--- config.mk ---
export PLATFORM = sky130hd
export DESIGN_NAME = load_store_unit
export DESIGN_NICKNAME = d
export VERILOG_FILES = /design/src/rtl/load_store_unit.sv
export SDC_FILE = /design/constraint.sdc
export NUM_CORES = 1
export LEC_CHECK = 0
export ABC_AREA = 1
export CAP_MARGIN = 10
export CORE_ASPECT_RATIO = 0.8
export CORE_MARGIN = 2
export CORE_UTILIZATION = 47
export DETAILED_ROUTE_END_ITERATION = 10
export GPL_TIMING_DRIVEN = 0
export PLACE_DENSITY = 0.95
export SETUP_SLACK_MARGIN = 0.3
export SYNTH_ARGS = -nofsm -noshare
export SYNTH_HDL_FRONTEND = slang
export SYNTH_SLANG_ARGS = --single-unit
--- constraint.sdc ---
create_clock -name clk -period 3.6 [get_ports clk]
set_clock_uncertainty 0.05 [all_clocks]
set_input_delay 1.08 -clock clk [delete_from_list [all_inputs] [get_ports clk]]
set_output_delay 1.08 -clock clk [all_outputs]
set_load 0.01 [all_outputs]
--- src/rtl/load_store_unit.sv ---
// ============================================================================
// Module   : load_store_unit
// Purpose  : RV32I load/store unit driving a req/gnt/rvalid data bus, with
//            byte-lane steering, load extension, bus timeout and PC stall.
//            Optional macro LSU_MISALIGN_TRAP_EN traps misaligned accesses.
// Revision : 1.0 - initial release
// ============================================================================
`default_nettype none

module load_store_unit #(
    parameter int ADDR_W   = 32,
    parameter int MAX_WAIT = 16
) (
    input  logic              clk,
    input  logic              rst_n,
    input  logic              memread,
    input  logic              memwrite,
    input  logic [1:0]        memsize,
    input  logic              mem_signed_load,
    input  logic [ADDR_W-1:0] addr,
    input  logic [31:0]       wdata,
    output logic              stall,
    output logic [31:0]       rdata,
    output logic              done,
    output logic              err,
    output logic              bus_req,
    output logic              bus_we,
    output logic [ADDR_W-1:0] bus_addr,
    output logic [3:0]        bus_be,
    output logic [31:0]       bus_wdata,
    input  logic              bus_gnt,
    input  logic              bus_rvalid,
    input  logic [31:0]       bus_rdata
);

    localparam int CNT_W = (MAX_WAIT > 0) ? $clog2(MAX_WAIT + 1) : 1;
    localparam logic [CNT_W-1:0] c_cnt_last = (MAX_WAIT > 0) ? CNT_W'(MAX_WAIT - 1) : '0;

    typedef enum logic [1:0] {
        S_IDLE = 2'd0,
        S_REQ  = 2'd1,
        S_WAIT = 2'd2,
        S_DONE = 2'd3
    } state_t;

    state_t           r_state;
    logic [1:0]       r_size;
    logic             r_signed;
    logic [1:0]       r_off;
    logic [CNT_W-1:0] r_cnt;

    logic             w_access;
    logic             w_misalign;
    logic             w_timeout;
    logic [3:0]       w_be;
    logic [31:0]      w_wdata;
    logic [7:0]       w_byte;
    logic [15:0]      w_half;
    logic [31:0]      w_load;

    assign w_access  = memread | memwrite;
    assign w_timeout = (MAX_WAIT > 0) && (r_cnt == c_cnt_last);
    assign stall     = ((r_state == S_IDLE) && w_access) ||
                       (r_state == S_REQ) || (r_state == S_WAIT);

`ifdef LSU_MISALIGN_TRAP_EN
    assign w_misalign = ((memsize == 2'b01) && addr[0]) ||
                        (memsize[1] && (addr[1:0] != 2'b00));
`else
    assign w_misalign = 1'b0;
`endif

    // Store lane steering: enables follow the size, data replicated across lanes
    always_comb begin
        w_be    = 4'b1111;
        w_wdata = wdata;
        case (memsize)
            2'b00: begin
                w_be    = 4'b0001 << addr[1:0];
                w_wdata = {4{wdata[7:0]}};
            end
            2'b01: begin
                w_be    = addr[1] ? 4'b1100 : 4'b0011;
                w_wdata = {2{wdata[15:0]}};
            end
            default: begin
                w_be    = 4'b1111;
                w_wdata = wdata;
            end
        endcase
    end

    always_comb begin
        w_byte = bus_rdata[7:0];
        case (r_off)
            2'd0:    w_byte = bus_rdata[7:0];
            2'd1:    w_byte = bus_rdata[15:8];
            2'd2:    w_byte = bus_rdata[23:16];
            default: w_byte = bus_rdata[31:24];
        endcase
        w_half = r_off[1] ? bus_rdata[31:16] : bus_rdata[15:0];
        case (r_size)
            2'b00:   w_load = {{24{r_signed & w_byte[7]}}, w_byte};
            2'b01:   w_load = {{16{r_signed & w_half[15]}}, w_half};
            default: w_load = bus_rdata;
        endcase
    end

    always_ff @(posedge clk) begin
        if (!rst_n) begin
            r_state   <= S_IDLE;
            r_size    <= 2'b00;
            r_signed  <= 1'b0;
            r_off     <= 2'b00;
            r_cnt     <= '0;
            bus_req   <= 1'b0;
            bus_we    <= 1'b0;
            bus_addr  <= '0;
            bus_be    <= 4'b0000;
            bus_wdata <= 32'd0;
            rdata     <= 32'd0;
            done      <= 1'b0;
            err       <= 1'b0;
        end else begin
            done <= 1'b0;
            case (r_state)
                S_IDLE: begin
                    if (w_access) begin
                        r_size    <= memsize;
                        r_signed  <= mem_signed_load;
                        r_off     <= addr[1:0];
                        r_cnt     <= '0;
                        bus_we    <= memwrite & ~memread;
                        bus_addr  <= {addr[ADDR_W-1:2], 2'b00};
                        bus_be    <= w_be;
                        bus_wdata <= w_wdata;
                        if (w_misalign) begin
                            r_state <= S_DONE;
                            done    <= 1'b1;
                            err     <= 1'b1;
                            rdata   <= 32'd0;
                        end else begin
                            r_state <= S_REQ;
                            bus_req <= 1'b1;
                            err     <= 1'b0;
                        end
                    end
                end
                S_REQ: begin
                    r_cnt <= r_cnt + 1'b1;
                    if (bus_gnt) begin
                        bus_req <= 1'b0;
                        if (bus_we) begin
                            r_state <= S_DONE;
                            done    <= 1'b1;
                        end else begin
                            r_state <= S_WAIT;
                        end
                    end else if (w_timeout) begin
                        bus_req <= 1'b0;
                        r_state <= S_DONE;
                        done    <= 1'b1;
                        err     <= 1'b1;
                        rdata   <= 32'd0;
                    end
                end
                S_WAIT: begin
                    r_cnt <= r_cnt + 1'b1;
                    if (bus_rvalid) begin
                        rdata   <= w_load;
                        r_state <= S_DONE;
                        done    <= 1'b1;
                    end else if (w_timeout) begin
                        r_state <= S_DONE;
                        done    <= 1'b1;
                        err     <= 1'b1;
                        rdata   <= 32'd0;
                    end
                end
                // The instruction retires on this edge; its controls are not re-sampled
                S_DONE: begin
                    r_state <= S_IDLE;
                end
                default: begin
                    r_state <= S_IDLE;
                end
            endcase
        end
    end

endmodule

`default_nettype wire

After elaboration in Yosys (flattened, before gate mapping):

Cells that the tools add are included.

* bits in registers: 114
* input bits: 105
* output and inout port bits: 105
* word-level logic and storage cells: 81

* add/sub/neg operators: 1
* equal/unequal tests: 12
* shift-type cells: 1
* mux-type cells: 32
* bitwise operators: 5
* reduce and logical (&&, ||, !) cells: 17

Operators with widths (count)
* one-hot mux 32 bit (2 select lines): 3
* two-way mux 32 bit: 3
* one-hot mux 8 bit (3 select lines): 1
* two-way mux 16 bit: 1
* two-way mux 1 bit: 12
* one-hot mux 5 bit (2 select lines): 1
* equality test 2 x 1 -> 1 bit (second input constant): 4
* zero test 2 bit: 4
* two-way mux 2 bit: 4
* one-hot mux 2 bit (4 select lines): 1
* one-hot mux 4 bit (2 select lines): 1
* equality test 2 bit (second input constant): 3
* != test 2 bit (second input constant): 3
* AND reduction 2 bit: 3
* nonzero test 2 bit: 3
* adder 5 x 1 -> 5 bit (second input constant): 1
* equality test 5 x 4 -> 1 bit (second input constant): 1
* two-way mux 5 bit: 1
* two-way mux 4 bit: 1
* one-hot mux 1 bit (2 select lines): 2
* AND reduction 4 bit: 1
* left shift 1 x 2 -> 4 bit (first input constant): 1
* bitwise AND 1 bit: 3
* != test 3 bit (second input constant): 1
* other kinds (8): 9

Depth between registers and ports, before layout:

* depth after elaboration: 6
* depth in mapped cells: 10
* depth with buffers taken out: 9

Least setup slack after synthesis:

No wires, ideal clock.

* path kind: input -> output
* from: in memread
* to: out stall
* data arrival time: 1772 ps
* data required time: 2470 ps
* path slack: 698 ps
* cell stages on the path: 6
* buffers on the path: 2
* cell sequence: nand2_1 > nand2_2 > inv_2 > buf_6 > buf_2 > nand3_1

* word-level cells in the longest chain between the ends: 4

RTL lines
* start, declared: RTL line 16 `input logic memread,`
* bitwise OR 1 bit: RTL line 61 `assign w_access = memread | memwrite;`
* logical AND 1 bit: RTL line 63 `assign stall = ((r_state == S_IDLE) && w_access) ||`
* logical OR 1 bit: RTL line 63
* logical OR 1 bit: RTL line 64 `(r_state == S_REQ) || (r_state == S_WAIT);`
* end, declared: RTL line 22 `output logic stall,`

Every way passes these cells.

Worst setup path in the final report:

* from: in memwrite
* to: out stall

* word-level cells in the longest chain between the ends: 4

RTL lines
* start, declared: RTL line 17 `input logic memwrite,`
* bitwise OR 1 bit: RTL line 61
* logical AND 1 bit: RTL line 63
* logical OR 1 bit: RTL line 63
* logical OR 1 bit: RTL line 64

Every way passes these cells.

==> run_results.csv <==
group,metric,value,unit
clock_tree,cts_tree,"yes",
timing,tightest_slew,0.603,ns
run_status,status,"complete, no violations",
finish,regArea,0.00228,sq mm
yosys,syn_area_per_cell,7.08,sq um
floorplanning,fp.coreArea,0.0110,sq mm
yosys,synthArstFlopShare,0,
power_and_ir_drop,leakage,3.43,nW
timing,min_period,3.25,ns
setup_path,startpoint_type,"input pin",
floorplanning,die_w,123,microns
timing,setup_viol,0,
clock_tree,clock_sink_count,114,
yosys,ys_seq_elements,114,
power_and_ir_drop,pwr_density_cell,498,mW/mm^2
global_routing,antenna_found_initial,0,
clock_tree,insertion_delay,0.41,ns
finish,final_cell_mix,"nand2_1, clkdlybuf4s50_1, dfxtp_1",
clock_tree,path_clk_slew,0.06,ns
clock_tree,hold_buffers,0,
setup_path,required,2.47,ns
timing,rsz0062_at_grt,"no",
finish,area_growth,53.7,%
timing,maxSlewViolCount,0,
clock_tree,cts_buffers,17,
floorplanning,ios,210,
timing,hold_viol_final,0,
timing,fin_crit_sh,0.903,
finish,final_nets,1095,
global_routing,grt_pass1_wl,30200,microns
detailed_routing,vias_per_cell,5.55,
clock_tree,clk_path_buf_depth,2,
setup_path,startpoint,"memwrite",
finish,fillers,831,
detailed_routing,drtIter0Drc,642,
global_routing,grt_overflow,0,
global_routing,grt_max_degree,17,
worst_hold_path,worstHoldPathType,"register to register",
clock_tree,clockRootBuffer,"clkbuf_16",
setup_path,worst-endpoint-arrival,2.12,ns
placed_design,dpl.hpwl,13900,microns
timing,maxSlewHeadroom,0.598,
clock_tree,ctsHtreeMaxLevel,4,
setup_path,r2r-start,"r_state[0]",
job,cap_violations,0,
worst_hold_path,hold_path.startpoint,"bus_addr[29]",
detailed_routing,vias,6325,
detailed_routing,drc,0,
placed_design,place_area,0.00758,sq mm
timing,finalSetupTns,0,ns
finish,layout_commonest_cell,"nand2_1",
floorplanning,dieArea,0.0122,sq mm
global_routing,grt_pass1_vias,6122,
detailed_routing,wirelength,19500,microns
detailed_routing,post_drt_wl_per_cell,17.1,microns
timing,max_freq,308,MHz
floorplanning,num_rows,34,
yosys,synthFlopType,"dfxtp_1",
setup_path,crit_type,"input pin to primary output",
finish,finish.instance_area,0.00819,sq mm
detailed_routing,drt_pre_antenna_iters,5,
yosys,syn_inst,753,
finish,drive_above_1_share,0.0834,
detailed_routing,ant_nets,0,
floorplanning,start_util,0.486,
yosys,synth_warnings,0,
placed_design,port_buffers,207,
yosys,netlist_area,0.00533,sq mm
setup_path,end_kind,"primary output",
placed_design,place_congestion,0.921,
power_and_ir_drop,irDropWorstVdd,0.406,mV
floorplanning,die_y,99.2,microns
yosys,ys_types,31,
global_routing,grtUsageTotal,0.319,
finish,multi_input_area,0.00260,sq mm
yosys,seq_area_frac_synth,0.428,
yosys,synth_edf_count,0,
finish,antenna_cells,0,
setup_path,cp_max_fo,10,
power breakdown:
| part | switching (mW) | leakage (nW) | total, mW | internal [mW] |
|---|---|---|---|---|
| Sequential | 0.0837 | 0.938 | 1.46 | 1.38 |
| Combinational | 0.504 | 2.21 | 0.952 | 0.448 |
| Clock | 0.641 | 0.280 | 1.66 | 1.02 |
layer usage:
layer / part of all wire / track usage
met1: 0.39 / 0.381
met2: 0.47 / 0.530
met3: 0.11 / 0.104
met4: 0.027 / 0.128
met5: 0 / 0
through the flow:
stage | setup slack (ns) | power (mW) | hold WS, ns | utilization | instances
3_3_place_gp | -0.445 | 2.38 | 0.397 | 0.691 | 1105
4_1_cts | 0.391 | 4.06 | 0.413 | 0.746 | 1139
3_5_place_dp | -0.500 | 2.40 | 0.404 | 0.691 | 1105
2_1_floorplan | 0.698 | 1.92 | 0.393 | - | 754
5_1_grt | 0.303 | 4.23 | 0.435 | 0.746 | 1139
6_report | 0.349 | 4.08 | 0.411 | 0.746 | 1139
sequential cells by signal (all words and copies together), names as in the netlist:
signal,cells
bus_wdata,32
r_off,2
bus_be,4
bus_req,1
rdata,32
r_size,2
r_cnt,5
bus_addr,30
r_signed,1
done,1
bus_we,1
err,1
r_state,2
worst paths after layout:
path,endpoint,slack (ns),depth (start not counted)
max,stall,0.35,8
min,bus_addr[29],0.41,2
max reg2reg,bus_wdata[28],1.45,9
min reg2reg,bus_addr[29],0.41,2
Yosys cell counts (4+ instances only):
cell      instances  area (sq um)
a211oi_1          4          30.0
a21oi_1          96           480
a31oi_1           5          31.3
buf_2            18          90.1
buf_4             5          37.5
buf_6             4          45.0
clkbuf_1         20          75.1
dfxtp_1         114          2280
ha_1              8           100
inv_1            50           188
inv_2             4          15.0
nand2_1         238           893
nand3_1          45           225
nor2_1           33           124
nor2_4            7          78.8
o211ai_1          6          45.0
o21ai_0          48           240
o221ai_1         14           123
o22ai_1          13          81.3
critical path, stage by stage:
cell and delay, ns:
dlygate4sd2_1 0.27, nand2_2 0.13, nand2_4 0.08, inv_2 0.08, buf_6 0.10, buf_6 0.13, nand3_1 0.10, buf_2 0.15
kinds of logic after synthesis:
group	synth area share
AO/OA/AOI/OAI	0.204
adder cells (fa/ha/maj)	0.0188
buffers and inverters	0.0859
flip-flops	0.428
other	0.000704
AND/OR/NAND/NOR	0.263
layout make-up:
cell class | count | share of cell area
buffer | 47 | 0.0310
tap | 144 | 0.0220
inverter | 56 | 0.0257
multi-input combinational | 537 | 0.318
sequential | 114 | 0.279
clock inverter | 15 | 0.0194
clock buffer | 17 | 0.0519
timing repair buffer | 209 | 0.254
repair_timing:
item	4_1_cts	5_1_grt
hold endpoints to repair	0	0
setup endpoints to repair	1	0
resized for setup	11	0
setup buffers	2	0
No activity file was read; power rests on OpenSTA's default activity.
